File: config.mk
export PLATFORM = sky130hd
export DESIGN_NAME = rc4_search_ctrl
export DESIGN_NICKNAME = d
export VERILOG_FILES = /design/src/rtl/rc4_pkg.sv /design/src/rtl/rc4_wait_watchdog.sv /design/src/rtl/rc4_search_ctrl.sv
export SDC_FILE = /design/constraint.sdc
export NUM_CORES = 1
export LEC_CHECK = 0
export BUFFER_PORTS_ARGS = -buffer_cell sky130_fd_sc_hd__buf_2
export CAP_MARGIN = 20
export CORE_MARGIN = 2
export CORE_UTILIZATION = 59
export CTS_CLUSTER_DIAMETER = 200
export DETAILED_ROUTE_END_ITERATION = 10
export GPL_TIMING_DRIVEN = 0
export PLACE_DENSITY = 0.83
export SETUP_SLACK_MARGIN = 0.02
export SYNTH_ARGS = -nofsm -noshare
export SYNTH_HDL_FRONTEND = slang
export SYNTH_SLANG_ARGS = --single-unit
export TNS_END_PERCENT = 20
File: constraint.sdc
create_clock -name clk -period 3.7 [get_ports clk]
set_input_delay 0.74 -clock clk [delete_from_list [all_inputs] [get_ports clk]]
set_output_delay 0.74 -clock clk [all_outputs]
set_load 0.005 [all_outputs]
File: src/rtl/rc4_pkg.sv
// Shared types and default constants for the RC4 key-search controller.
package rc4_pkg;

    localparam int               KEY_W     = 24;
    localparam logic [KEY_W-1:0] KEY_FIRST = 24'h000000;
    localparam logic [KEY_W-1:0] KEY_LAST  = 24'h3FFFFF;
    localparam int               TIMEOUT   = 4096;

    typedef enum logic [2:0] {
        ST_IDLE      = 3'd0,
        ST_LAUNCH    = 3'd1,
        ST_WAIT      = 3'd2,
        ST_FOUND     = 3'd3,
        ST_EXHAUSTED = 3'd4,
        ST_ERROR     = 3'd5
    } search_state_t;

endpackage

File: src/rtl/rc4_wait_watchdog.sv
// Cycle watchdog for the WAIT phase: counts enabled cycles and flags expiry
// on the TIMEOUT-th enabled cycle since the last clear.
module rc4_wait_watchdog #(
    parameter int TIMEOUT = 4096
) (
    input  logic clk,
    input  logic reset,
    input  logic clear,
    input  logic enable,
    output logic expired
);

    localparam int CNT_W = $clog2(TIMEOUT + 1);

    logic [CNT_W-1:0] count_reg;

    // Expiry is a decode of the count so the FSM can leave WAIT on the same edge.
    assign expired = enable && (count_reg == CNT_W'(TIMEOUT - 1));

    // Count enabled cycles; hold once expired so the count never wraps.
    always_ff @(posedge clk) begin
        if (reset || clear) begin
            count_reg <= '0;
        end else if (enable && !expired) begin
            count_reg <= count_reg + 1'b1;
        end
    end

endmodule

File: src/rtl/rc4_search_ctrl.sv
// Sequencing controller for the RC4 brute-force key search. Walks a key
// range, launches one attempt per key on the core, and reports the outcome.
module rc4_search_ctrl
    import rc4_pkg::*;
#(
    parameter int               KEY_W     = rc4_pkg::KEY_W,
    parameter logic [KEY_W-1:0] KEY_FIRST = rc4_pkg::KEY_FIRST,
    parameter logic [KEY_W-1:0] KEY_LAST  = rc4_pkg::KEY_LAST,
    parameter int               TIMEOUT   = rc4_pkg::TIMEOUT
) (
    input  logic             clk,
    input  logic             reset,
    input  logic             run,
    input  logic             restart,
    input  logic             core_ready,
    input  logic             core_done,
    input  logic             core_match,
    output logic             core_start,
    output logic [KEY_W-1:0] key,
    output logic             busy,
    output logic             found,
    output logic             exhausted,
    output logic             error
);

    generate
        if (KEY_FIRST > KEY_LAST) begin : g_bad_key_range
            $error("rc4_search_ctrl: KEY_FIRST must not exceed KEY_LAST");
        end
        if (TIMEOUT < 1) begin : g_bad_timeout
            $error("rc4_search_ctrl: TIMEOUT must be at least 1");
        end
    endgenerate

    search_state_t    state_reg, state_next;
    logic [KEY_W-1:0] key_reg, key_next;
    logic             wd_clear;
    logic             wd_enable;
    logic             wd_expired;

    // Watchdog restarts in LAUNCH so it reads zero on the first WAIT cycle;
    // a cycle carrying core_done is not counted against the attempt.
    assign wd_clear  = restart || (state_reg == ST_LAUNCH);
    assign wd_enable = (state_reg == ST_WAIT) && !core_done;

    rc4_wait_watchdog #(
        .TIMEOUT (TIMEOUT)
    ) u_watchdog (
        .clk     (clk),
        .reset   (reset),
        .clear   (wd_clear),
        .enable  (wd_enable),
        .expired (wd_expired)
    );

    // Next-state and key-advance logic; restart overrides everything.
    always_comb begin
        state_next = state_reg;
        key_next   = key_reg;
        case (state_reg)
            ST_IDLE: begin
                if (run && core_ready) begin
                    state_next = ST_LAUNCH;
                end
            end
            ST_LAUNCH: begin
                state_next = ST_WAIT;
            end
            ST_WAIT: begin
                if (core_done) begin
                    if (core_match) begin
                        state_next = ST_FOUND;
                    end else if (key_reg == KEY_LAST) begin
                        state_next = ST_EXHAUSTED;
                    end else begin
                        key_next   = key_reg + 1'b1;
                        state_next = ST_IDLE;
                    end
                end else if (wd_expired) begin
                    state_next = ST_ERROR;
                end
            end
            ST_FOUND, ST_EXHAUSTED, ST_ERROR: begin
                state_next = state_reg;
            end
            default: begin
                state_next = ST_IDLE;
            end
        endcase
        if (restart) begin
            state_next = ST_IDLE;
            key_next   = KEY_FIRST;
        end
    end

    // State and key registers.
    always_ff @(posedge clk) begin
        if (reset) begin
            state_reg <= ST_IDLE;
            key_reg   <= KEY_FIRST;
        end else begin
            state_reg <= state_next;
            key_reg   <= key_next;
        end
    end

    // Outputs are pure decodes of registered state, so they are glitch-free.
    assign key        = key_reg;
    assign core_start = (state_reg == ST_LAUNCH);
    assign busy       = (state_reg == ST_LAUNCH) || (state_reg == ST_WAIT);
    assign found      = (state_reg == ST_FOUND);
    assign exhausted  = (state_reg == ST_EXHAUSTED);
    assign error      = (state_reg == ST_ERROR);

endmodule
# After elaboration in Yosys (flattened, before gate mapping)
# Cells that the tools add are included.
[totals] register_bits=40 inputBits=7 elab_cells=37
[op_classes] n_addsub=2 n_eq_ne=9 mux=6 n_bitwise=3 n_reduce_logical=14
[op_table] cell="adder 24 x 1 -> 24 bit, second input constant" n=1
[op_table] cell="== test 24 x 22 -> 1 bit, second input constant" n=1
[op_table] cell="2-to-1 mux 3 bit" n=5
[op_table] cell="adder 13 x 1 -> 13 bit, second input constant" n=1
[op_table] cell="== test 13 x 12 -> 1 bit, second input constant" n=1
[op_table] cell="case mux 3 bit (4 select lines)" n=1
[op_table] cell="== test 3 x 2 -> 1 bit, second input constant" n=2
[op_table] cell="== test 3 bit, second input constant" n=2
[op_table] cell="logical AND 1 bit" n=4
[op_table] cell="AND reduction 4 bit" n=1
[op_table] cell="== test 3 x 1 -> 1 bit, second input constant" n=1
[op_table] cell="logical NOT 3 bit" n=1
[op_table] cell="logical OR 1 bit" n=3
[op_table] cell="!= test 3 x 2 -> 1 bit, second input constant" n=1
[op_table] cell="NOT 1 bit" n=3
[op_table] cell="AND reduction 3 bit" n=1
[op_table] cell="OR reduction 3 bit" n=1
[op_table] cell="logical NOT 1 bit" n=2
[op_table] cell="!= test 2 bit, second input constant" n=1
[op_table] cell="OR reduction 2 bit" n=1

# Logic depth before layout (Yosys ltp)
# Gate-level depths: netlist of run 1.
[logic_depth] word_depth=6 mapped_depth=8

# Cells and area by module
# A second synthesis of run 1 with hierarchy kept.
[unflattened] hier_cells=250 area_unflattened_um2=2095.8
[by_module_without_submodules] mod="rc4_search_ctrl" n_inst=1 cells_each=178 area_each_um2=1460.2 seq_area_each_um2=540.5
[by_module_without_submodules] mod="rc4_wait_watchdog" n_inst=1 cells_each=72 area_each_um2=635.6 seq_area_each_um2=260.2

# Worst setup path after synthesis of run 1
# No wires, ideal clock.
[synth_path] path_type="register -> register" from="reg key_reg[0] (netlist: key[0])" to="reg key_reg[4] (netlist: key[4])" setup_time_ns=0.120 arrival_time_ns=2.015 path_slack_ns=1.565 path_stages_with_launch=9 path_buffers=2 cell_sequence="dfxtp_1 > ha_1 > nand3_1 > or4_1 > buf_2 > o21ai_4 > buf_6 > nor4_1 > or2_1"
[synth_between] elab_chain_cells=3 word_cells_on_any_way=4 classes_between="1 x add/sub; 1 x eq/ne; 1 x bitwise; 1 x reduce/logical"
[synth_lines] element="from (decl)" line="rc4_search_ctrl.sv:36" source="logic [KEY_W-1:0] key_reg, key_next;"
[synth_lines] element="from (signal assigned)" line="rc4_search_ctrl.sv:103" source="key_reg <= key_next;"
[synth_lines] element="parallel branches: the longest is 3 deep, another holds adder 24 x 1 -> 24 bit"
# Several ways; the timed one is not identified.
# A chain may end at the register's enable or synchronous reset.

# Final worst setup path of run 1
# Ends and elaborated chain as after synthesis.

==> results of run 1 <==
critical path, stage by stage, from the launching register on:
cell	delay [ns]
dfxtp_1	0.43
ha_1	0.24
nand3_1	0.27
or4_1	0.52
buf_2	0.18
o21ai_4	0.24
buf_6	0.17
nor4_1	0.05
or2_1	0.21
layout make-up:
cell class	instances	area share (%)
clock buffers	6	1.741
multi-input cells	194	49.97
repair buffers	35	7.388
clock inverters	2	1.478
plain buffers	13	2.586
flip-flops and latches	40	33.77
inverters	4	0.6332
well taps	46	2.427
per-layer routing:
layer | GRT usage [%] | vias up
met5 | 0 | -
met4 | 7.500 | 0
met3 | 5.536 | 7
met2 | 39.63 | 54
met1 | 31.29 | 912
li1 | - | 1014
cell families after synthesis:
family / Yosys count
AOI/OAI and AO/OA: 56
xor gates and xnor gates: 14
adders and majority gates: 2
buffers and inverters: 17
DFF: 40
muxes: 2
and+or+nand+nor: 120
power by group through the flow:
stage,Clock [mW],Combinational [mW],Sequential (mW)
2_1_floorplan,0,0.0221,0.442
3_3_place_gp,0,0.0340,0.442
3_5_place_dp,0,0.0344,0.442
4_1_cts,0.288,0.0345,0.432
5_1_grt,0.305,0.0392,0.433
6_report,0.281,0.0344,0.432
cells in the final DEF (no fill, tap or decap), drive strengths merged, types with 4 or more instances in the layout:
cell type   n
o31ai       4
nand2      18
inv         4
nor2       28
buf        40
nor3        5
or3        14
o21ai      14
nor4       10
dfxtp      40
or2         5
nand4      10
or4         7
clkbuf     14
a21oi      22
nand3      11
xnor2      11
worst paths after layout:
check	from	endpoint	slack (ns)
worst max register to register	key[0]	key[4]	1.29
worst min-delay path	u_watchdog.count_reg[12]	u_watchdog.count_reg[12]	0.46
worst max-delay path	key[0]	key[4]	1.29
worst min register to register	u_watchdog.count_reg[12]	u_watchdog.count_reg[12]	0.46
per-stage QoR:
step / hold slack, ns / power, mW / setup slack, ns
after floorplan: 0.4280 / 0.4640 / 1.565
after global placement: 0.4335 / 0.4759 / 1.339
after detailed placement: 0.4471 / 0.4763 / 1.314
after CTS: 0.4621 / 0.7543 / 1.288
after global routing: 0.4769 / 0.7772 / 1.141
final: 0.4609 / 0.7480 / 1.285
==> metrics.txt, run 1 <==
multiplexer area fraction after synthesis 0.9709%; run status finished, final reports clean; post-synth net total 260; Crit. End Element register; die footprint 3984 um^2; highest metal used met4; vias in the first global route 1760; Core Rows 21; gr usage total 24.07%; Crit Path Category reg2reg; H-tree Lvls 2; Main synth FF type dfxtp_1; IO Pins 36; max FFs per register 24; Routed WL 4481 um; Pre-antenna DRT Iters 4; Root Driver clkbuf_4; reported max-cap violation count 0; cts hold-fix bufs 0; reg2reg path depth 8; Post-Synthesis Cell Area 2062 um^2; area occupied by registers 800.8 um^2; Starting Density 61.79%; via count 1987; Residual DRC 0; Synth area leader dfxtp_1; syn_area_per_cell 8.215 um^2; Max Fclk 414.1 MHz; post-synthesis sequential area ratio 38.83%; largest net degree at the start of global routing 13; Distinct cells, synth 43; CP required 3.94 ns; fin. max-slew vios 0; Worst-Margin Slew 0.6106 ns; PortBufs 35; Setup violations, final 0; minimum clock period 2.415 ns; WP data arrival 2.66 ns; WL per Instance 13.18 um; Rel. slew slack 59.14%; adder-cell share of the synthesized area 1.214%; final core occ 71.05%; Worst-path clk slew 0.12 ns; Simple-Gate Fraction of Synth Area 31.67%; switching share of power 21.70%; P_leak 0.8678 nW; chip width 63.12 um; DR iter-0 viols 106; Post-Layout Cell Count 340; CTS max path bufs 2; Setup TNS Final 0 ns; Psw 0.1623 mW; final net count 302; most common cell in the netlist dfxtp_1; worst vdd ir 0.2647 mV; post-route clock period utilization 65.26%; Clk pwr share 37.6%; Int Power 0.5857 mW; Yosys Warn Count 0; WL met1 2113 um; Min-Delay Path Depth 1; Worst Path Max Fanout 10; DIE HEIGHT 63.12 um; number of synthesized flops with an enable pin 0; cells after synthesis 251; Fill cells 290; Worst Hold Class reg2reg; Synth Area in XOR/XNOR 5.947%; Synth-to-Final Area Change 14.99%; hpwl dp 3207 um; post-synth top area share 38.83%; Synth area leaders dfxtp_1 (39%), a21oi_1 (5.3%), nor2_1 (5.1%), xnor2_1 (4.7%), or3_1 (4.2%); Worst-Skew Late Latency 0.35 ns; multi-input logic area 1185 um^2; unrepaired setup endpoints after global routing no; Clock Sinks 40; post-synthesis sequential element count 40; Logic pwr share 4.6%; Routed Antenna Nets 0; clock buffer count from CTS 5; TritonCTS clock tree built; routed wl met3 218 um; post-CTS setup buffers 0; largest family of logic cells by synthesized area simple AND/OR/NAND/NOR gates; commonest cells in the netlist dfxtp_1 (40), nor2_1 (28), a21oi_1 (22); ant diodes 0; Final Cell Area 2371 um^2; Pwr Density 315.5 nW/um^2; skew final 0.01237 ns; Synth Area in Compound Gates 17.66%; Cells after DPL 332; ys async rst share 0%; layout cell share with drive strength beyond 1 19.73%; post-place instance area 2295 um^2; Post-CTS Resized 0; Core Region 3337 um^2; Reg power frac 57.8%; Startpoint Class register; final hold violation count 0; met2 wire len 2094 um; antenna violations before repair 0; global placer's final weighted congestion 0.8018; Vias/cell 5.844; first-pass GRT wire length 7803 um; aggregate global routing overflow 0
(Power assumes the default switching activity.)
==> inputs of run 2 (changes only) <==
--- a/config.mk
+++ b/config.mk
@@ -8,11 +8,11 @@
 export BUFFER_PORTS_ARGS = -buffer_cell sky130_fd_sc_hd__buf_2
 export CAP_MARGIN = 20
 export CORE_MARGIN = 2
-export CORE_UTILIZATION = 59
+export CORE_UTILIZATION = 50
 export CTS_CLUSTER_DIAMETER = 200
 export DETAILED_ROUTE_END_ITERATION = 10
 export GPL_TIMING_DRIVEN = 0
-export PLACE_DENSITY = 0.83
+export PLACE_DENSITY = 0.75
 export SETUP_SLACK_MARGIN = 0.02
 export SYNTH_ARGS = -nofsm -noshare
 export SYNTH_HDL_FRONTEND = slang
==> constraint.sdc (replaced) <==
create_clock -name clk -period 2.2 [get_ports clk]
set_input_delay 0.44 -clock clk [delete_from_list [all_inputs] [get_ports clk]]
set_output_delay 0.44 -clock clk [all_outputs]
set_load 0.005 [all_outputs]
==> run 2 against run 1 <==
  * First-iteration DRC count is 6.6% higher
  * Clock power increased by 74%
  * Via count increased by 0.35%
  * Global-route usage down 0.90 points
  * Clock skew down 0.0058 ns
  * Design area increased by 4.2%
  * Sequential power is 68% higher
  * Routed wire length is 3.3% higher
  * Sequential share of layout area shrank 1.1 points
  * Core utilization decreased by 8.9 points
  * Power grew 70%
  * Flip-flop and latch count is the same
  * Critical endpoint is now key[11]
  * Largest cell class unchanged
==> metrics.txt, run 2 (synthesis results as in run 1) <==
gr usage total 23.17% (was 24.07%); CTS max path bufs 2 (unchanged); Pwr Density 515.8 nW/um^2 (was 315.5 nW/um^2); Min-Delay Endpoint u_watchdog.count_reg[12] (unchanged); CP bufs+invs 2 (unchanged); WP data arrival 2.33 ns (was 2.66 ns); reported max-cap violation count 0 (unchanged); post-route clock period utilization 95.90% (was 65.26%); cts hold-fix bufs 0 (unchanged); final net count 305 (was 302); reg2reg end key[11] (was key[4]); Clk pwr share 38.3% (was 37.6%); antenna violations before repair 0 (unchanged); DR iter-0 viols 113 (was 106); fin. max-slew vios 0 (unchanged); final hold violation count 0 (unchanged); Setup violations, final 0 (unchanged); Synth-to-Final Area Change 19.78% (was 14.99%); Rel. slew slack 57.41% (was 59.14%); critical path, cell by cell clkbuf_1 -> nand4bb_1 -> nor2_2 -> o21ai_4 -> buf_4 -> or4_1 -> a21oi_1 (was ha_1 -> nand3_1 -> or4_1 -> buf_2 -> o21ai_4 -> buf_6 -> nor4_1 -> or2_1); ant diodes 0 (unchanged); Core Region 3971 um^2 (was 3337 um^2); TritonCTS clock tree built (unchanged); worst vdd ir 0.3552 mV (was 0.2647 mV); layout cell share with drive strength beyond 1 23.91% (was 19.73%); aggregate global routing overflow 0 (unchanged); Crit. End Element register (unchanged); final core occ 62.19% (was 71.05%); DP Worst Slack -0.2117 ns (was 1.314 ns); Startpoint Class register (unchanged); Routed WL 4630 um (was 4481 um); Worst-path clk slew 0.08 ns (was 0.12 ns); setup ws final 0.09019 ns (was 1.285 ns); Crit path max-delay family simple AND/OR/NAND/NOR gates (unchanged); Worst Hold Class reg2reg (unchanged); hpwl dp 3231 um (was 3207 um); P_leak 0.8869 nW (was 0.8678 nW); switching share of power 21.79% (was 21.70%); Pre-antenna DRT Iters 4 (unchanged); WL per Instance 13.34 um (was 13.18 um); Routed Antenna Nets 0 (unchanged); Logic pwr share 4.7% (was 4.6%); Int Power 0.9964 mW (was 0.5857 mW); CP required 2.42 ns (was 3.94 ns); vias in the first global route 1867 (was 1760); Vias/cell 5.746 (was 5.844); Residual DRC 0 (unchanged); max FFs per register 24 (unchanged); IO Pins 36 (unchanged); DIE HEIGHT 68.22 um (was 63.12 um); global placer's final weighted congestion 0.8134 (was 0.8018); largest net degree at the start of global routing 13 (unchanged); skew final 0.006535 ns (was 0.01237 ns); Worst-Margin Slew 0.6365 ns (was 0.6106 ns); Reg power frac 57.0% (was 57.8%); unrepaired setup endpoints after global routing yes (was no); Psw 0.2776 mW (was 0.1623 mW); Root Driver clkbuf_8 (was clkbuf_4); chip width 68.22 um (was 63.12 um); clock buffer count from CTS 5 (unchanged); Crit Path Category reg2reg (unchanged); Core Rows 23 (was 21); minimum clock period 2.110 ns (was 2.415 ns); Crit Reg-Reg Startpoint state_reg[0] (was key[0]); most frequent cells in the layout buf_2 (38), dfxtp_1 (36), nor2_1 (27), a21oi_1 (22), nand2_1 (18) (was dfxtp_1 (40), buf_2 (39), nor2_1 (28), a21oi_1 (22), nand2_1 (18)); reg2reg path depth 7 (was 8); Hold Startpoint u_watchdog.count_reg[12] (unchanged); Max Fclk 474.0 MHz (was 414.1 MHz); Min-Delay Path Depth 1 (unchanged); FF-to-FF setup slack 0.09 ns (was 1.29 ns); first-pass GRT wire length 8169 um (was 7803 um); Clock Sinks 40 (unchanged); die footprint 4654 um^2 (was 3984 um^2); run status finished, final reports clean (unchanged); PortBufs 35 (unchanged); H-tree Lvls 2 (unchanged); most common cell after layout, fill and taps aside buf_2 (was dfxtp_1); Slowest-stage cell, CP or4_1 (unchanged); Starting Density 51.92% (was 61.79%); via count 1994 (was 1987); Worst Path Max Fanout 10 (unchanged); Worst-Skew Late Latency 0.28 ns (was 0.35 ns); slowest stage delay, CP 0.49 ns (was 0.52 ns)
run 2: cell types whose count changed in the layout (fill, tap and decap cells not counted), sizes merged:
cell | before | now
bufinv | 1 | 0
buf | 40 | 43
clkinv | 1 | 2
run 2: final cells by class:
type	instances	area, um^2
Buffer	13	63.81
Clock buffer	6	82.58
Clock inverter	2	10.01
Fill cell	366	1501
Inverter	4	15.01
Multi-Input combinational cell	194	1232
Sequential cell	40	805.8
Tap cell	50	62.56
Timing Repair Buffer	38	197.7
run 2: power by group through the flow:
stage | sequential, mW | combinational, mW | clock, mW
6_report | 0.726 | 0.0594 | 0.488
5_1_grt | 0.726 | 0.0674 | 0.540
4_1_cts | 0.726 | 0.0592 | 0.508
3_5_place_dp | 0.743 | 0.0588 | 0
3_3_place_gp | 0.743 | 0.0576 | 0
2_1_floorplan | 0.743 | 0.0371 | 0
run 2: through the flow:
stage	cells	setup TNS (ns)	hold WS [ns]	cell area (um^2)	total power [mW]
2_1_floorplan	251	0	0.4280	2062	0.7803
3_3_place_gp	336	-1.158	0.4481	2300	0.8008
3_5_place_dp	336	-1.509	0.4527	2300	0.8021
4_1_cts	346	0	0.4630	2422	1.293
5_1_grt	347	-0.08922	0.4843	2470	1.333
6_report	347	0	0.4754	2470	1.274
run 2: what timing repair did:
item                                    4_1_cts  5_1_grt
resized for setup                             3       11
setup buffers                                 2        1
pin swaps                                     1        1
endpoints found under the setup margin       16       22
run 2: per-layer routing:
layer	wire, um	vias to the layer above	GRT usage [%]
li1	-	1013	-
met1	2150	937	28.78
met2	2239	39	39.44
met3	178	5	4.770
met4	62	0	8.500
met5	0	-	0
run 2: worst max-delay path by stage:
stage	start	endpoint	slack, ns	cells after the start
floorplan	key[0]	key[4]	0.06	8
global placement	key[0]	key[4]	-0.19	8
detailed placement	key[0]	key[4]	-0.21	8
CTS	state_reg[0]	key[11]	0.02	7
global route	state_reg[2]	key[11]	-0.04	7
finish	state_reg[0]	key[11]	0.09	7
==> inputs of run 3 (changes only) <==
--- a/config.mk
+++ b/config.mk
@@ -13,6 +13,7 @@
 export DETAILED_ROUTE_END_ITERATION = 10
 export GPL_TIMING_DRIVEN = 0
 export PLACE_DENSITY = 0.75
+export RECOVER_POWER = 100
 export SETUP_SLACK_MARGIN = 0.02
 export SYNTH_ARGS = -nofsm -noshare
 export SYNTH_HDL_FRONTEND = slang
==> run 3 against run 2 <==
  * Global-route usage did not move
  * Clock power rose by 1%
  * Die area did not move
  * Highest routed layer unchanged
  * Count of clock-buffer cells in the layout did not move
  * Critical endpoint unchanged
  * Setup slack improved by 0.0052 ns
==> metrics.txt, run 3 (synthesis results as in run 1) <==
run status finished, final reports clean (unchanged); minimum clock period 2.105 ns (was 2.110 ns); final hold violation count 0 (unchanged); H-tree Lvls 2 (unchanged); setup ws final 0.09536 ns (was 0.09019 ns); Core Region 3971 um^2 (unchanged); chip width 68.22 um (unchanged); Worst Hold Class reg2reg (unchanged); Clock Sinks 40 (unchanged); DIE HEIGHT 68.22 um (unchanged); cts hold-fix bufs 0 (unchanged); Synth-to-Final Area Change 18.75% (was 19.78%); max FFs per register 24 (unchanged); PortBufs 35 (unchanged); via count 1988 (was 1994); P_leak 0.8263 nW (was 0.8869 nW); unrepaired setup endpoints after global routing yes (unchanged); CP required 2.42 ns (about the same); IO Pins 36 (unchanged); DR iter-0 viols 103 (was 113); largest net degree at the start of global routing 13 (unchanged); Rel. slew slack 58.07% (was 57.41%); Crit. End Element register (unchanged); Vias/cell 5.729 (was 5.746); WL per Instance 13.40 um (was 13.34 um); worst vdd ir 0.3615 mV (was 0.3552 mV); Setup violations, final 0 (unchanged); WP data arrival 2.33 ns (about the same); aggregate global routing overflow 0 (unchanged); CTS max path bufs 2 (unchanged); reported max-cap violation count 0 (unchanged); Worst-Margin Slew 0.6266 ns (was 0.6365 ns); final net count 305 (unchanged); Crit Path Category reg2reg (unchanged); overall power 1.280 mW (was 1.274 mW); Routed WL 4651 um (was 4630 um); Root Driver clkbuf_8 (unchanged); GRT met2 Usage 39.44% (unchanged); fin. max-slew vios 0 (unchanged); Routed Antenna Nets 0 (unchanged); Pwr Density 522.9 nW/um^2 (was 515.8 nW/um^2); Worst-path clk slew 0.08 ns (about the same); post-route clock period utilization 95.67% (was 95.90%); Core Rows 23 (unchanged); global placer's final weighted congestion 0.8134 (unchanged); ant diodes 0 (unchanged); Starting Density 51.92% (unchanged); die footprint 4654 um^2 (unchanged); Fill cells 370 (was 366); Startpoint Class register (unchanged); most frequent cells in the layout dfxtp_1 (37), nor2_1 (27), buf_2 (25), clkbuf_1 (22), a21oi_1 (22) (was buf_2 (38), dfxtp_1 (36), nor2_1 (27), a21oi_1 (22), nand2_1 (18)); final core occ 61.66% (was 62.19%); hpwl dp 3231 um (unchanged); Max Fclk 475.1 MHz (was 474.0 MHz); Worst-Skew Late Latency 0.29 ns (was 0.28 ns); first-pass GRT wire length 8169 um (unchanged); most common cell after layout, fill and taps aside dfxtp_1 (was buf_2); Most Used Layer, Global Route met2 (unchanged); clock buffer count from CTS 5 (unchanged); Pre-antenna DRT Iters 4 (unchanged); Residual DRC 0 (unchanged); TritonCTS clock tree built (unchanged); layout cell share with drive strength beyond 1 18.86% (was 23.91%); vias in the first global route 1867 (unchanged); gr usage total 23.17% (unchanged); antenna violations before repair 0 (unchanged); DP Worst Slack -0.2117 ns (unchanged); Worst Path Max Fanout 10 (unchanged); met1 usage 28.78% (unchanged); global-route met3 utilization 4.770% (unchanged); skew final 0.007428 ns (was 0.006535 ns)
[run 3: changes by cell type in the layout (fill, tap and decap cells not counted)]
cell / delta
dfxtp_2: -1
buf_2: -13
buf_4: -1
clkbuf_1: +14
dfxtp_1: +1
[run 3: final timing paths]
check             cells after the start  slack [ns]                        to                startpoint
hold reg to reg                       1        0.48  u_watchdog.count_reg[12]  u_watchdog.count_reg[12]
hold / removal                        1        0.48  u_watchdog.count_reg[12]  u_watchdog.count_reg[12]
setup reg to reg                      7         0.1                   key[11]              state_reg[0]
setup / recovery                      7         0.1                   key[11]              state_reg[0]
[run 3: per-layer routing]
metal | routed length (um) | share of wire [%]
met5 | 0 | 0
met3 | 167 | 3.6
met4 | 62 | 1.3
met2 | 2212 | 48
met1 | 2208 | 47
[run 3: worst max-delay path: stages, from the launching register on]
cell	delay, ns
dfxtp_1	0.30
clkbuf_1	0.20
nand4bb_1	0.31
nor2_2	0.33
o21ai_4	0.12
buf_4	0.16
or4_1	0.49
a21oi_1	0.14
[run 3: through the flow]
| step | cells | hold WS, ns | setup TNS, ns | cell area, um^2 |
|---|---|---|---|---|
| floorplan | 251 | 0.4280 | 0 | 2062 |
| global placement | 336 | 0.4481 | -1.158 | 2300 |
| detailed placement | 336 | 0.4527 | -1.509 | 2300 |
| CTS | 346 | 0.4630 | 0 | 2422 |
| global route | 347 | 0.4843 | -0.08921 | 2449 |
| finish | 347 | 0.4750 | 0 | 2449 |
[run 3: repair_timing]
action | in CTS | in global routing
gates resized for setup | 3 | 11
endpoints found under the setup margin | 16 | 22
pin swaps | 1 | 1
setup buffers | 2 | 1
[run 3: power by group]
group	internal, mW	switching (mW)
sequential	0.726	0.000801
clock	0.250	0.245
combinational	0.0203	0.0386
total	0.996	0.284
[run 3: final cells by class]
cell class              instances  area, um^2  share of cell area (%)
plain buffers                  13       63.81                   2.606
clock buffers                   6       82.58                   3.373
clock inverters                 2       10.01                  0.4088
inverters                       4       15.01                  0.6132
multi-input cells             194        1232                   50.33
flip-flops and latches         40       804.5                   32.86
well taps                      50       62.56                   2.555
repair buffers                 38       177.7                   7.256
